File: src/rtl/pk_link.sv
// pk_link: serial control-panel link for the P-K emulation.
// Decodes panel command bytes into keys, function keys and rotary position; returns snapshotted status frames.
module pk_link #(
    parameter int unsigned    NBANK       = 1,
    parameter int unsigned    NFN         = 12,
    parameter logic [NFN-1:0] MONO_MASK   = 12'hFF8,
    parameter int unsigned    PULSE_TICKS = 20,
    parameter int unsigned    NSTAT       = 4,
    parameter logic [3:0]     ROT_INIT    = 4'b0001
) (
    input  logic                 clk,
    input  logic                 reset,
    input  logic [7:0]           rx_byte,
    input  logic                 rx_strobe,
    output logic [16*NBANK-1:0]  keys,
    output logic [NFN-1:0]       fnkey,
    output logic [3:0]           rot_pos,
    input  logic [8*NSTAT-1:0]   status,
    output logic [7:0]           tx_byte,
    output logic                 send,
    input  logic                 tx_busy,
    output logic                 stat_busy
);
    localparam int unsigned   CW         = $clog2(PULSE_TICKS + 1);
    localparam int unsigned   BW         = (NSTAT > 1) ? $clog2(NSTAT) : 1;
    localparam logic [CW-1:0] PULSE_LOAD = CW'(PULSE_TICKS);
    localparam logic [CW-1:0] PULSE_LAST = CW'(1);
    localparam logic [BW-1:0] LAST_BYTE  = BW'(NSTAT - 1);

    typedef enum logic [2:0] {IDLE, LOAD, SEND, WAIT_BUSY, WAIT_TRANS} stat_state_t;

    stat_state_t        state;
    logic [3:0]         bank;
    logic [CW-1:0]      pulse_cnt [NFN];
    logic               pending;
    logic [8*NSTAT-1:0] shadow;
    logic [BW-1:0]      byte_cnt;

    logic [2:0] opcode;
    logic [3:0] fn_idx;
    logic       stat_req;

    assign opcode    = rx_byte[7:5];
    assign fn_idx    = rx_byte[4:1];
    assign stat_req  = rx_strobe && (opcode == 3'b110);
    assign stat_busy = (state != IDLE) || pending;

    always_ff @(posedge clk or posedge reset) begin
        if (reset) begin
            keys    <= '0;
            fnkey   <= '0;
            rot_pos <= ROT_INIT;
            bank    <= '0;
            for (int unsigned i = 0; i < NFN; i++) pulse_cnt[i] <= '0;
        end else begin
            for (int unsigned i = 0; i < NFN; i++) begin
                if (MONO_MASK[i] && pulse_cnt[i] != '0) begin
                    pulse_cnt[i] <= pulse_cnt[i] - 1'b1;
                    fnkey[i]     <= (pulse_cnt[i] != PULSE_LAST);
                end
            end
            // Command decode follows the expiry logic so a same-cycle command overrides it.
            if (rx_strobe) begin
                case (opcode)
                    3'b000: if (rx_byte[4] && 32'(rx_byte[3:0]) < NBANK) bank <= rx_byte[3:0];
                    3'b001: begin
                        if (32'(fn_idx) < NFN) begin
                            if (MONO_MASK[fn_idx]) pulse_cnt[fn_idx] <= rx_byte[0] ? PULSE_LOAD : '0;
                            fnkey[fn_idx] <= rx_byte[0];
                        end
                    end
                    3'b010, 3'b011: keys[16*bank +: 6]      <= rx_byte[5:0];
                    3'b100:         keys[16*bank + 6 +: 5]  <= rx_byte[4:0];
                    3'b101:         keys[16*bank + 11 +: 5] <= rx_byte[4:0];
                    3'b111:         rot_pos <= rx_byte[3:0];
                    default: ;
                endcase
            end
        end
    end

    always_ff @(posedge clk or posedge reset) begin
        if (reset) begin
            state    <= IDLE;
            pending  <= 1'b0;
            shadow   <= '0;
            byte_cnt <= '0;
            tx_byte  <= '0;
            send     <= 1'b0;
        end else begin
            // A request landing on the cycle IDLE consumes the pending one is dropped.
            if (stat_req && !(state == IDLE && pending)) pending <= 1'b1;
            case (state)
                IDLE: begin
                    if (pending && !tx_busy) begin
                        pending <= 1'b0;
                        state   <= LOAD;
                    end
                end
                LOAD: begin
                    shadow   <= status;
                    byte_cnt <= '0;
                    state    <= SEND;
                end
                SEND: begin
                    // Shadow shifts out MSB-first, so byte 0 is always at the top.
                    tx_byte <= shadow[8*NSTAT-1 -: 8];
                    shadow  <= shadow << 8;
                    send    <= 1'b1;
                    state   <= WAIT_BUSY;
                end
                WAIT_BUSY: begin
                    if (tx_busy) begin
                        send  <= 1'b0;
                        state <= WAIT_TRANS;
                    end
                end
                WAIT_TRANS: begin
                    if (!tx_busy) begin
                        if (byte_cnt == LAST_BYTE) begin
                            state <= IDLE;
                        end else begin
                            byte_cnt <= byte_cnt + 1'b1;
                            state    <= SEND;
                        end
                    end
                end
                default: state <= IDLE;
            endcase
        end
    end
endmodule
File: config.mk
export PLATFORM = sky130hd
export DESIGN_NAME = pk_link
export DESIGN_NICKNAME = d
export VERILOG_FILES = /design/src/rtl/pk_link.sv
export SDC_FILE = /design/constraint.sdc
export NUM_CORES = 1
export LEC_CHECK = 0
export ABC_AREA = 1
export CAP_MARGIN = 25
export CORE_ASPECT_RATIO = 1.25
export CORE_MARGIN = 2
export CORE_UTILIZATION = 55
export CTS_CLUSTER_DIAMETER = 100
export CTS_CLUSTER_SIZE = 24
export DETAILED_ROUTE_END_ITERATION = 8
export PLACE_DENSITY = 0.9
export SYNTH_ARGS = -nofsm -noshare
export SYNTH_HDL_FRONTEND = slang
export SYNTH_SLANG_ARGS = --single-unit
export TNS_END_PERCENT = 1
File: constraint.sdc
create_clock -name clk -period 7.6 [get_ports clk]
set_input_delay 1.52 -clock clk [delete_from_list [all_inputs] [get_ports clk]]
set_output_delay 1.52 -clock clk [all_outputs]
set_load 0.01 [all_outputs]
==> key figures, run 1 <==
Timing
  – Slew @ Worst Pin: 0.938 ns
  – Final Hold Viols: 0
  – F_max: 0.264 GHz
  – Slew Viols, Final: 0
  – Max-slew headroom: 0.374
  – Unrepaired setup endpoints after global routing: no
  – Min Hold Slack: 0.483 ns
  – Sum Neg Setup Slack: 0 ns
  – Crit share post-route: 0.498
  – Final setup fails: 0
  – Min Tclk post-route: 3.79 ns
  – Max Clock Skew: 0.00811 ns

Clock tree
  – Clk buf depth: 2
  – # hold bufs at CTS: 0
  – Cts bufs inserted: 17
  – Post-CTS Setup Bufs: 0
  – CTS HTree Levels: 4
  – Worst-skew pair later-pin latency: 0.42 ns
  – Post-CTS Resized: 0
  – Worst-path clk slew: 0.05 ns
  – CTS root buffer: clkbuf_16
  – Clock sink total: 128
  – CTS tree: done

Routing
  – Avg Vias per Cell: 5.61
  – 1st-iter DRT viols: 430
  – DRC viols: 0
  – Pre-antenna DRT Iters: 5
  – Antenna Nets Post-Route: 0
  – Routed vias: 5569
  – Wire length per cell: 14.8 um
  – Total wire length: 14700 um

Setup path
  – R2R Setup Slk: 4.67 ns
  – Critical Path RT: 6.08 ns
  – Critical Path Start: state[2]
  – Setup CP Type: reg -> out
  – CP endpoint: stat_busy
  – Worst setup SP type: flip-flop
  – Worst R2R Path Depth: 5
  – Crit end category: output port
  – Critical path arrival: 2.27 ns
  – Max FO, Critical Path: 29
  – RR Startpoint: state[2]
  – FF-to-FF End: shadow[21]

Synthesis
  – XOR/XNOR Fraction of Synth Area: 0.0289
  – Ys Warns: 0
  – Synth Area in Adders: 0.0414
  – Syn nets: 822
  – Simple-gate share of the synthesized area: 0.295
  – Syn_area_per_cell: 8.39 sq um
  – Seq/Total Area, Yosys: 0.504
  – Synth cell types: 32
  – Yosys reg bits: 128
  – Multiplexer area fraction after synthesis: 0
  – Synth Instances: 757
  – Largest family of logic cells by synthesized area: simple AND/OR/NAND/NOR gates
  – Syn Std Cell Area: 6350 sq um
  – Synth Area in Compound Gates: 0.0630

Min path
  – Hold Path Class: reg -> reg

Place
  – HPWL Detailed: 9490 um
  – Dpl cells: 960
  – Port bufs: 85
  – Routability cong.: 0.858

Final layout
  – ANT cells: 0
  – Area delta synth->final: 25.5%
  – Most common cell after layout, fill and taps aside: nand2_1
  – Final net count: 910
  – Layout cells sized above 1: 0.0734
  – Most frequent cells in the layout: nand2_1, dfrtp_1, nor2_1, clkdlybuf4s50_1, inv_1
  – Final cell count without fillers: 993
  – Filler cell count in the final layout: 765

Status
  – Status: completed

Power
  – Lkg Pwr: 3.85 nW
  – Worst vdd ir: 0.233 mV
  – P per Cell Area: 377 nW/um^2

Global route
  – Largest net degree at the start of global routing: 70
  – Initial antenna violation count: 0
  – Number of global-route vias before repair: 5457
  – Global-route wire length before repair: 24500 um
  – GRT overflow: 0
  – Total global routing track utilization: 0.249

Die
  – Row cnt: 43
  – Die ar.: 12400 sq um
  – Core area: 11200 sq um
  – Starting density of the core: 0.568
  – Die extent in y: 124 um
  – Die width: 100 um
  – Number of I/O pins: 86

Job
  – Maxcap violations: 0
==> report_power, final <==
part | internal [mW] | switching [mW] | leakage, nW
logic | 0.429 | 0.584 | 2.00
registers | 0.935 | 0.162 | 1.53
clock network | 0.590 | 0.307 | 0.308
==> how the worst min path moves through the flow <==
stage	start	endpoint	slack, ns	depth (start not counted)
final	send	send	0.48	2
after global routing	keys[5]	keys[5]	0.51	2
after CTS	keys[5]	keys[5]	0.49	2
after detailed placement	keys[3]	keys[3]	0.46	2
after global placement	keys[2]	keys[2]	0.46	2
after floorplan	byte_cnt[1]	byte_cnt[1]	0.46	2
==> routing by layer <==
| layer | GRT usage | share of wire |
|---|---|---|
| met5 | 0 | 0 |
| met2 | 0.434 | 0.50 |
| met1 | 0.304 | 0.41 |
| met3 | 0.0488 | 0.061 |
| met4 | 0.100 | 0.023 |
==> flip-flops by register name, indices dropped and copies added, names as in the netlist <==
register and flops:
bank 4, byte_cnt 2, fnkey 12, keys 16, pending 1, pulse_cnt 45, rot_pos 4, send 1
shadow 32, state 3, tx_byte 8
==> stage by stage <==
| step | area, sq um | setup slack [ns] | total power [mW] | utilization |
|---|---|---|---|---|
| finish | 7970 | 3.81 | 3.01 | 0.712 |
| global route | 7970 | 3.69 | 3.21 | 0.712 |
| CTS | 7940 | 3.68 | 3.01 | 0.710 |
| detailed placement | 7290 | 4.15 | 2.09 | 0.652 |
| global placement | 7290 | 4.19 | 2.04 | 0.652 |
| floorplan | 6350 | 2.67 | 1.81 | - |
==> worst max-delay path: stages, from the launching register on <==
cell and delay (ns):
dfrtp_1 0.95, nor2_4 0.18, nand3_1 0.17, clkdlybuf4s50_1 0.55
==> cells in the mapped netlist (all sizes together) <==
cell type,number,area [sq um]
nand4,13,81.3
ha,21,263
nor3,11,77.6
o22ai,24,150
dfstp,1,26.3
or2,1,6.26
o21bai,1,7.51
nand3,67,358
o21ai,36,180
clkbuf,7,26.3
a21o,1,7.51
nor2,124,533
clkinv,1,3.75
dfrtp,127,3180
nand2,163,638
xor2,18,158
inv,88,333
nor4,24,150
xnor2,3,26.3
nor3b,4,30.0
buf,11,65.1
a21oi,11,55.1
==> logic make-up after synthesis <==
family	count (synthesis)
buffers and inverters	107
adders and majority gates	21
xor gates and xnor gates	21
and+or+nand+nor	407
DFF	128
AOI/OAI and AO/OA	73
==> final cells by class <==
class                   count  area (sq um)  area share
clock inverters            14           213      0.0267
well taps                 135           169      0.0212
repair buffers             87           886       0.111
multi-input cells         522          2720       0.341
clock buffers              18           439      0.0551
inverters                  89           339      0.0425
flip-flops and latches    128          3200       0.402
No activity file was read; power rests on OpenSTA's default activity.
==> run 2: changes to the inputs <==
CORE_UTILIZATION = 50   (was 55)
PLACE_DENSITY = 0.87   (was 0.9)
clock period = 3.3 ns   (was 7.6 ns; I/O delays follow)
==> key figures, run 2 (synthesized netlist as in run 1, its figures left out) <==
Status
  – Status: completed

Routing
  – DR top layer: met4
  – DRC viols: 0 (unchanged)
  – Avg Vias per Cell: 5.28 (-5.8%)
  – Met3 wire length: 525 um (-41%)
  – Wire length per cell: 13.7 um (-7.5%)
  – Routed vias: 5439 (-2.3%)
  – WL met1: 5720 um (-5.3%)
  – Antenna Nets Post-Route: 0 (unchanged)
  – Total wire length: 14100 um (-4.0%)
  – Wire length on met2: 7390 um (+0.11%)
  – Pre-antenna DRT Iters: 6 (+1)
  – 1st-iter DRT viols: 308 (-28%)

Power
  – P per Cell Area: 842 nW/um^2 (+120%)
  – Lkg Pwr: 3.83 nW (-0.36%)
  – Worst vdd ir: 0.377 mV (+62%)

Die
  – Core area: 12500 sq um (+12%)
  – Row cnt: 46 (+7.0%)
  – Die width: 105 um (+4.7%)
  – Number of I/O pins: 86 (unchanged)
  – Die extent in y: 130 um (+4.7%)
  – Die ar.: 13600 sq um (+9.6%)
  – Starting density of the core: 0.506 (-0.0614)

Setup path
  – Max stage delay on crit path: 0.55 ns (-0.40 ns)
  – CP top delay family: buffers and inverters
  – Critical path arrival: 1.90 ns (-0.37 ns)
  – Critical-path cell list: buf_4 -> inv_1 -> nand3_1 -> clkdlybuf4s50_1
  – CP Buf/Inv Count: 3 (+2)
  – Critical Path RT: 2.64 ns (-3.44 ns)
  – Crit end category: output port
  – Max FO, Critical Path: 35 (+21%)
  – Setup CP Type: reg -> out
  – Slowest CP cell: clkdlybuf4s50_1
  – Worst setup SP type: flip-flop

Global route
  – Initial antenna violation count: 0 (unchanged)
  – GRT overflow: 0 (unchanged)
  – Number of global-route vias before repair: 5263 (-3.6%)
  – Global-route wire length before repair: 23600 um (-3.8%)
  – Largest net degree at the start of global routing: 49 (-30%)
  – Total global routing track utilization: 0.216 (-0.0330)

Final layout
  – Most common cell after layout, fill and taps aside: nand2_1
  – Most frequent cells in the layout: nand2_1, dfrtp_1, nor2_1, clkdlybuf4s50_1, inv_1
  – Area delta synth->final: 25.4% (about the same)
  – Register name with the most flops: pulse_cnt
  – Final net count: 914 (+0.44%)
  – ANT cells: 0 (unchanged)
  – Final cell count without fillers: 1030 (+3.7%)
  – Largest regs: pulse_cnt (45), shadow (32), keys (16)
  – Max reg flops: 45 (unchanged)
  – Layout cells sized above 1: 0.0777 (+0.00430)
  – Utilization after layout: 0.635 (-0.0772)

Clock tree
  – Post-CTS Setup Bufs: 0 (unchanged)
  – Worst-path clk slew: 0.06 ns (about the same)
  – CTS root buffer: clkbuf_16
  – Cts bufs inserted: 17 (unchanged)
  – # hold bufs at CTS: 0 (unchanged)
  – Clock sink total: 128 (unchanged)
  – Clk buf depth: 2 (unchanged)
  – Worst-skew pair later-pin latency: 0.42 ns (about the same)
  – Post-CTS Resized: 0 (unchanged)
  – CTS tree: done
  – CTS HTree Levels: 4 (unchanged)

Place
  – Dpl cells: 998 (+4.0%)
  – HPWL Detailed: 9720 um (+2.4%)
  – Place WS: 1.03 ns (-3.12 ns)
  – Port bufs: 85 (unchanged)
  – Routability cong.: 0.838 (-2.3%)

Job
  – Maxcap violations: 0 (unchanged)

Timing
  – Min Tclk post-route: 2.56 ns
  – Setup WS post-layout: 0.740 ns (-3.07 ns)
  – Unrepaired setup endpoints after global routing: no
  – Max-slew headroom: 0.539 (+0.165)
  – Slew Viols, Final: 0 (unchanged)
  – Crit share post-route: 0.776
  – Sum Neg Setup Slack: 0 ns (unchanged)
  – Final setup fails: 0 (unchanged)
  – Slew @ Worst Pin: 0.689 ns (-0.250 ns)
  – Final Hold Viols: 0 (unchanged)
  – Max Clock Skew: 0.00675 ns (-0.00137 ns)
  – F_max: 0.391 GHz

Min path
  – Hold Path Class: reg -> reg
## run 2: routing by layer
metal,vias to the layer above,track usage
li1,2660,-
met1,2576,0.250
met2,166,0.385
met3,37,0.0480
met4,0,0.0988
met5,-,0
## run 2: where the power goes
group	total [mW]	internal, mW	switching, mW
logic	2.31	0.984	1.32
registers	2.53	2.15	0.373
clock network	1.88	1.13	0.746
## run 2: area by class of cell
class / count / area [sq um]
fillers: 1021 / 4580
flip-flops and latches: 128 / 3200
multi-input cells: 522 / 2720
repair buffers: 91 / 896
clock buffers: 17 / 425
inverters: 89 / 340
well taps: 168 / 210
clock inverters: 15 / 171
## run 2: final timing paths
| kind | start | endpoint | slack, ns | cells after the start |
|---|---|---|---|---|
| worst max register to register | bank[0] | keys[4] | 1.43 | 9 |
| min in group asynchronous | reset | pulse_cnt[19] | 0.75 | 3 |
| worst min register to register | tx_byte[6] | tx_byte[6] | 0.48 | 2 |
| worst min-delay path | tx_byte[6] | tx_byte[6] | 0.48 | 2 |
| worst max-delay path | state[1] | stat_busy | 0.74 | 4 |
| max in group asynchronous | reset | pulse_cnt[14] | 2.09 | 3 |
## run 2: stage by stage
stage,total power [mW],hold WS (ns),area (sq um)
finish,6.71,0.479,7970
global route,7.24,0.499,7970
CTS,6.75,0.487,7970
detailed placement,4.82,0.468,7370
global placement,4.70,0.461,7370
floorplan,4.17,0.457,6360
## run 2: worst register-to-register path, stage by stage, from the launching register on
cell and delay [ns]:
dfrtp_1 0.33, clkinv_1 0.21, nand2_1 0.14, inv_1 0.05, ha_1 0.27, nor2_1 0.10, nand2_1 0.07, nor2_1 0.34
nand3_1 0.18, nand2_1 0.12
==> run 3: changes to the inputs <==
CORE_UTILIZATION = 55   (was 50)
PLACE_DENSITY = 0.9   (was 0.87)
clock period = 2.6 ns   (was 3.3 ns; I/O delays follow)
==> key figures, run 3 (synthesized netlist as in run 1, its figures left out) <==
Clock tree
  – Post-CTS Setup Bufs: 0 (unchanged)
  – Worst-skew pair later-pin latency: 0.42 ns (about the same)
  – CTS tree: done
  – CTS root buffer: clkbuf_16
  – Post-CTS Resized: 0 (unchanged)
  – CTS HTree Levels: 4 (unchanged)
  – Cts bufs inserted: 17 (unchanged)
  – # hold bufs at CTS: 0 (unchanged)
  – Worst-path clk slew: 0.06 ns (about the same)
  – Clk buf depth: 2 (unchanged)
  – Clock sink total: 128 (unchanged)

Place
  – Port bufs: 85 (unchanged)
  – Routability cong.: 0.841 (+0.31%)
  – HPWL Detailed: 9790 um (+0.72%)
  – Placed Area: 7360 sq um (-0.12%)

Final layout
  – Final net count: 915 (+0.11%)
  – Max reg flops: 45 (unchanged)
  – Filler cell count in the final layout: 798 (-22%)
  – ANT cells: 0 (unchanged)
  – Most frequent cells in the layout: nand2_1, dfrtp_1, nor2_1, clkdlybuf4s50_1, inv_1
  – Design Area, Final: 7980 sq um (+0.13%)
  – Layout cells sized above 1: 0.0788 (+0.00107)
  – Register name with the most flops: pulse_cnt
  – Largest regs: pulse_cnt (45), shadow (32), keys (16)
  – Most common cell after layout, fill and taps aside: nand2_1
  – Area delta synth->final: 25.6%

Setup path
  – Critical-path cell list: nor2_4 -> nand3_1 -> clkdlybuf4s50_1
  – RR Startpoint: state[2]
  – Max FO, Critical Path: 10 (-71%)
  – Crit path depth: 3 (-1)
  – Setup CP Type: reg -> out
  – Critical Path RT: 2.08 ns (-0.56 ns)
  – Slowest CP cell: clkdlybuf4s50_1
  – Worst setup SP type: flip-flop
  – CP Buf/Inv Count: 1 (-2)
  – Worst R2R Path Depth: 6 (-3)
  – CP top delay family: buffers and inverters
  – Crit end category: output port
  – Critical Path Start: state[0]
  – Max stage delay on crit path: 0.52 ns (-0.03 ns)
  – Critical path arrival: 1.80 ns (-0.10 ns)

Global route
  – Total global routing track utilization: 0.251 (+0.0354)
  – GRT overflow: 0 (unchanged)
  – Number of global-route vias before repair: 5338 (+1.4%)
  – Global-route wire length before repair: 24600 um (+4.4%)
  – Initial antenna violation count: 0 (unchanged)
  – Largest net degree at the start of global routing: 47 (-4.1%)

Die
  – Die extent in y: 124 um (-4.5%)
  – Row cnt: 43 (-6.5%)
  – Die width: 100 um (-4.5%)
  – Starting density of the core: 0.568 (+0.0614)
  – Core area: 11200 sq um (-11%)
  – Die ar.: 12400 sq um (-8.8%)
  – Number of I/O pins: 86 (unchanged)

Routing
  – 1st-iter DRT viols: 311 (+0.97%)
  – Antenna Nets Post-Route: 0 (unchanged)
  – Routed vias: 5556 (+2.2%)
  – Avg Vias per Cell: 5.57 (+5.4%)
  – Pre-antenna DRT Iters: 5 (-1)
  – Total wire length: 14900 um (+5.7%)
  – Wire length per cell: 14.9 um (+9.1%)
  – DRC viols: 0 (unchanged)

Timing
  – Max-slew headroom: 0.533 (-0.00647)
  – Unrepaired setup endpoints after global routing: no
  – Max Clock Skew: 0.00651 ns (-0.000237 ns)
  – Min Tclk post-route: 2.32 ns
  – Final Hold Viols: 0 (unchanged)
  – Crit share post-route: 0.894
  – F_max: 0.430 GHz
  – Sum Neg Setup Slack: 0 ns (unchanged)
  – Final setup fails: 0 (unchanged)
  – Slew @ Worst Pin: 0.699 ns (+0.00967 ns)
  – Slew Viols, Final: 0 (unchanged)

Min path
  – Hold Path Class: reg -> reg
  – Min-Delay Startpoint: tx_byte[1]
  – Worst hold path cell count: 2 (unchanged)

Job
  – Maxcap violations: 0 (unchanged)

Power
  – Worst vdd ir: 0.541 mV (+43%)
  – Lkg Pwr: 3.86 nW (+0.86%)
  – P per Cell Area: 1090 nW/um^2 (+29%)

Status
  – Status: completed
-- run 3: changes by cell type in the layout (fill, tap and decap cells not counted) --
cell | previous run | this run
inv_8 | 2 | 0
bufinv_16 | 2 | 3
inv_6 | 6 | 0
clkinvlp_4 | 4 | 3
clkinv_4 | 1 | 0
clkbuf_8 | 0 | 4
clkinv_2 | 1 | 6
buf_4 | 6 | 5
buf_12 | 0 | 2
-- run 3: final cells by class --
class / instances / area [sq um] / area share
clock inverters: 11 / 135 / 0.0169
clock buffers: 21 / 480 / 0.0602
well taps: 135 / 169 / 0.0212
flip-flops and latches: 128 / 3200 / 0.402
inverters: 89 / 340 / 0.0427
repair buffers: 92 / 928 / 0.116
multi-input cells: 522 / 2720 / 0.341
-- run 3: per-stage QoR --
step | setup slack, ns | cells | hold slack (ns) | total power, mW | utilization
6_report | 0.276 | 998 | 0.474 | 8.67 | 0.713
5_1_grt | 0.192 | 998 | 0.496 | 9.27 | 0.713
4_1_cts | 0.286 | 998 | 0.480 | 8.67 | 0.713
3_5_place_dp | 0.476 | 966 | 0.466 | 6.13 | 0.658
3_3_place_gp | 0.491 | 966 | 0.462 | 5.98 | 0.658
2_1_floorplan | 0.500 | 757 | 0.457 | 5.29 | -
-- run 3: worst min-delay path, cell delays in order (launching register included) --
cell	delay [ns]
dfrtp_1	0.34
nand2_1	0.05
nand2_1	0.05
-- run 3: path summary, 6_finish.rpt --
| kind | endpoint | slack, ns |
|---|---|---|
| max in group asynchronous | state[0] | 1.41 |
| worst max register to register | shadow[30] | 0.75 |
| worst min-delay path | tx_byte[1] | 0.47 |
| worst min register to register | tx_byte[1] | 0.47 |
| min in group asynchronous | tx_byte[2] | 0.50 |
| worst max-delay path | stat_busy | 0.28 |
-- run 3: power by group --
part           total, mW  switching, mW  internal (mW)
logic               2.99           1.74           1.25
registers           3.23          0.491           2.73
clock network       2.45          0.855           1.60
-- run 3: per-layer routing --
layer | track usage | wire length [um]
met5 | 0 | 0
met1 | 0.309 | 5970
met4 | 0.0985 | 276
met3 | 0.0589 | 950
met2 | 0.430 | 7670
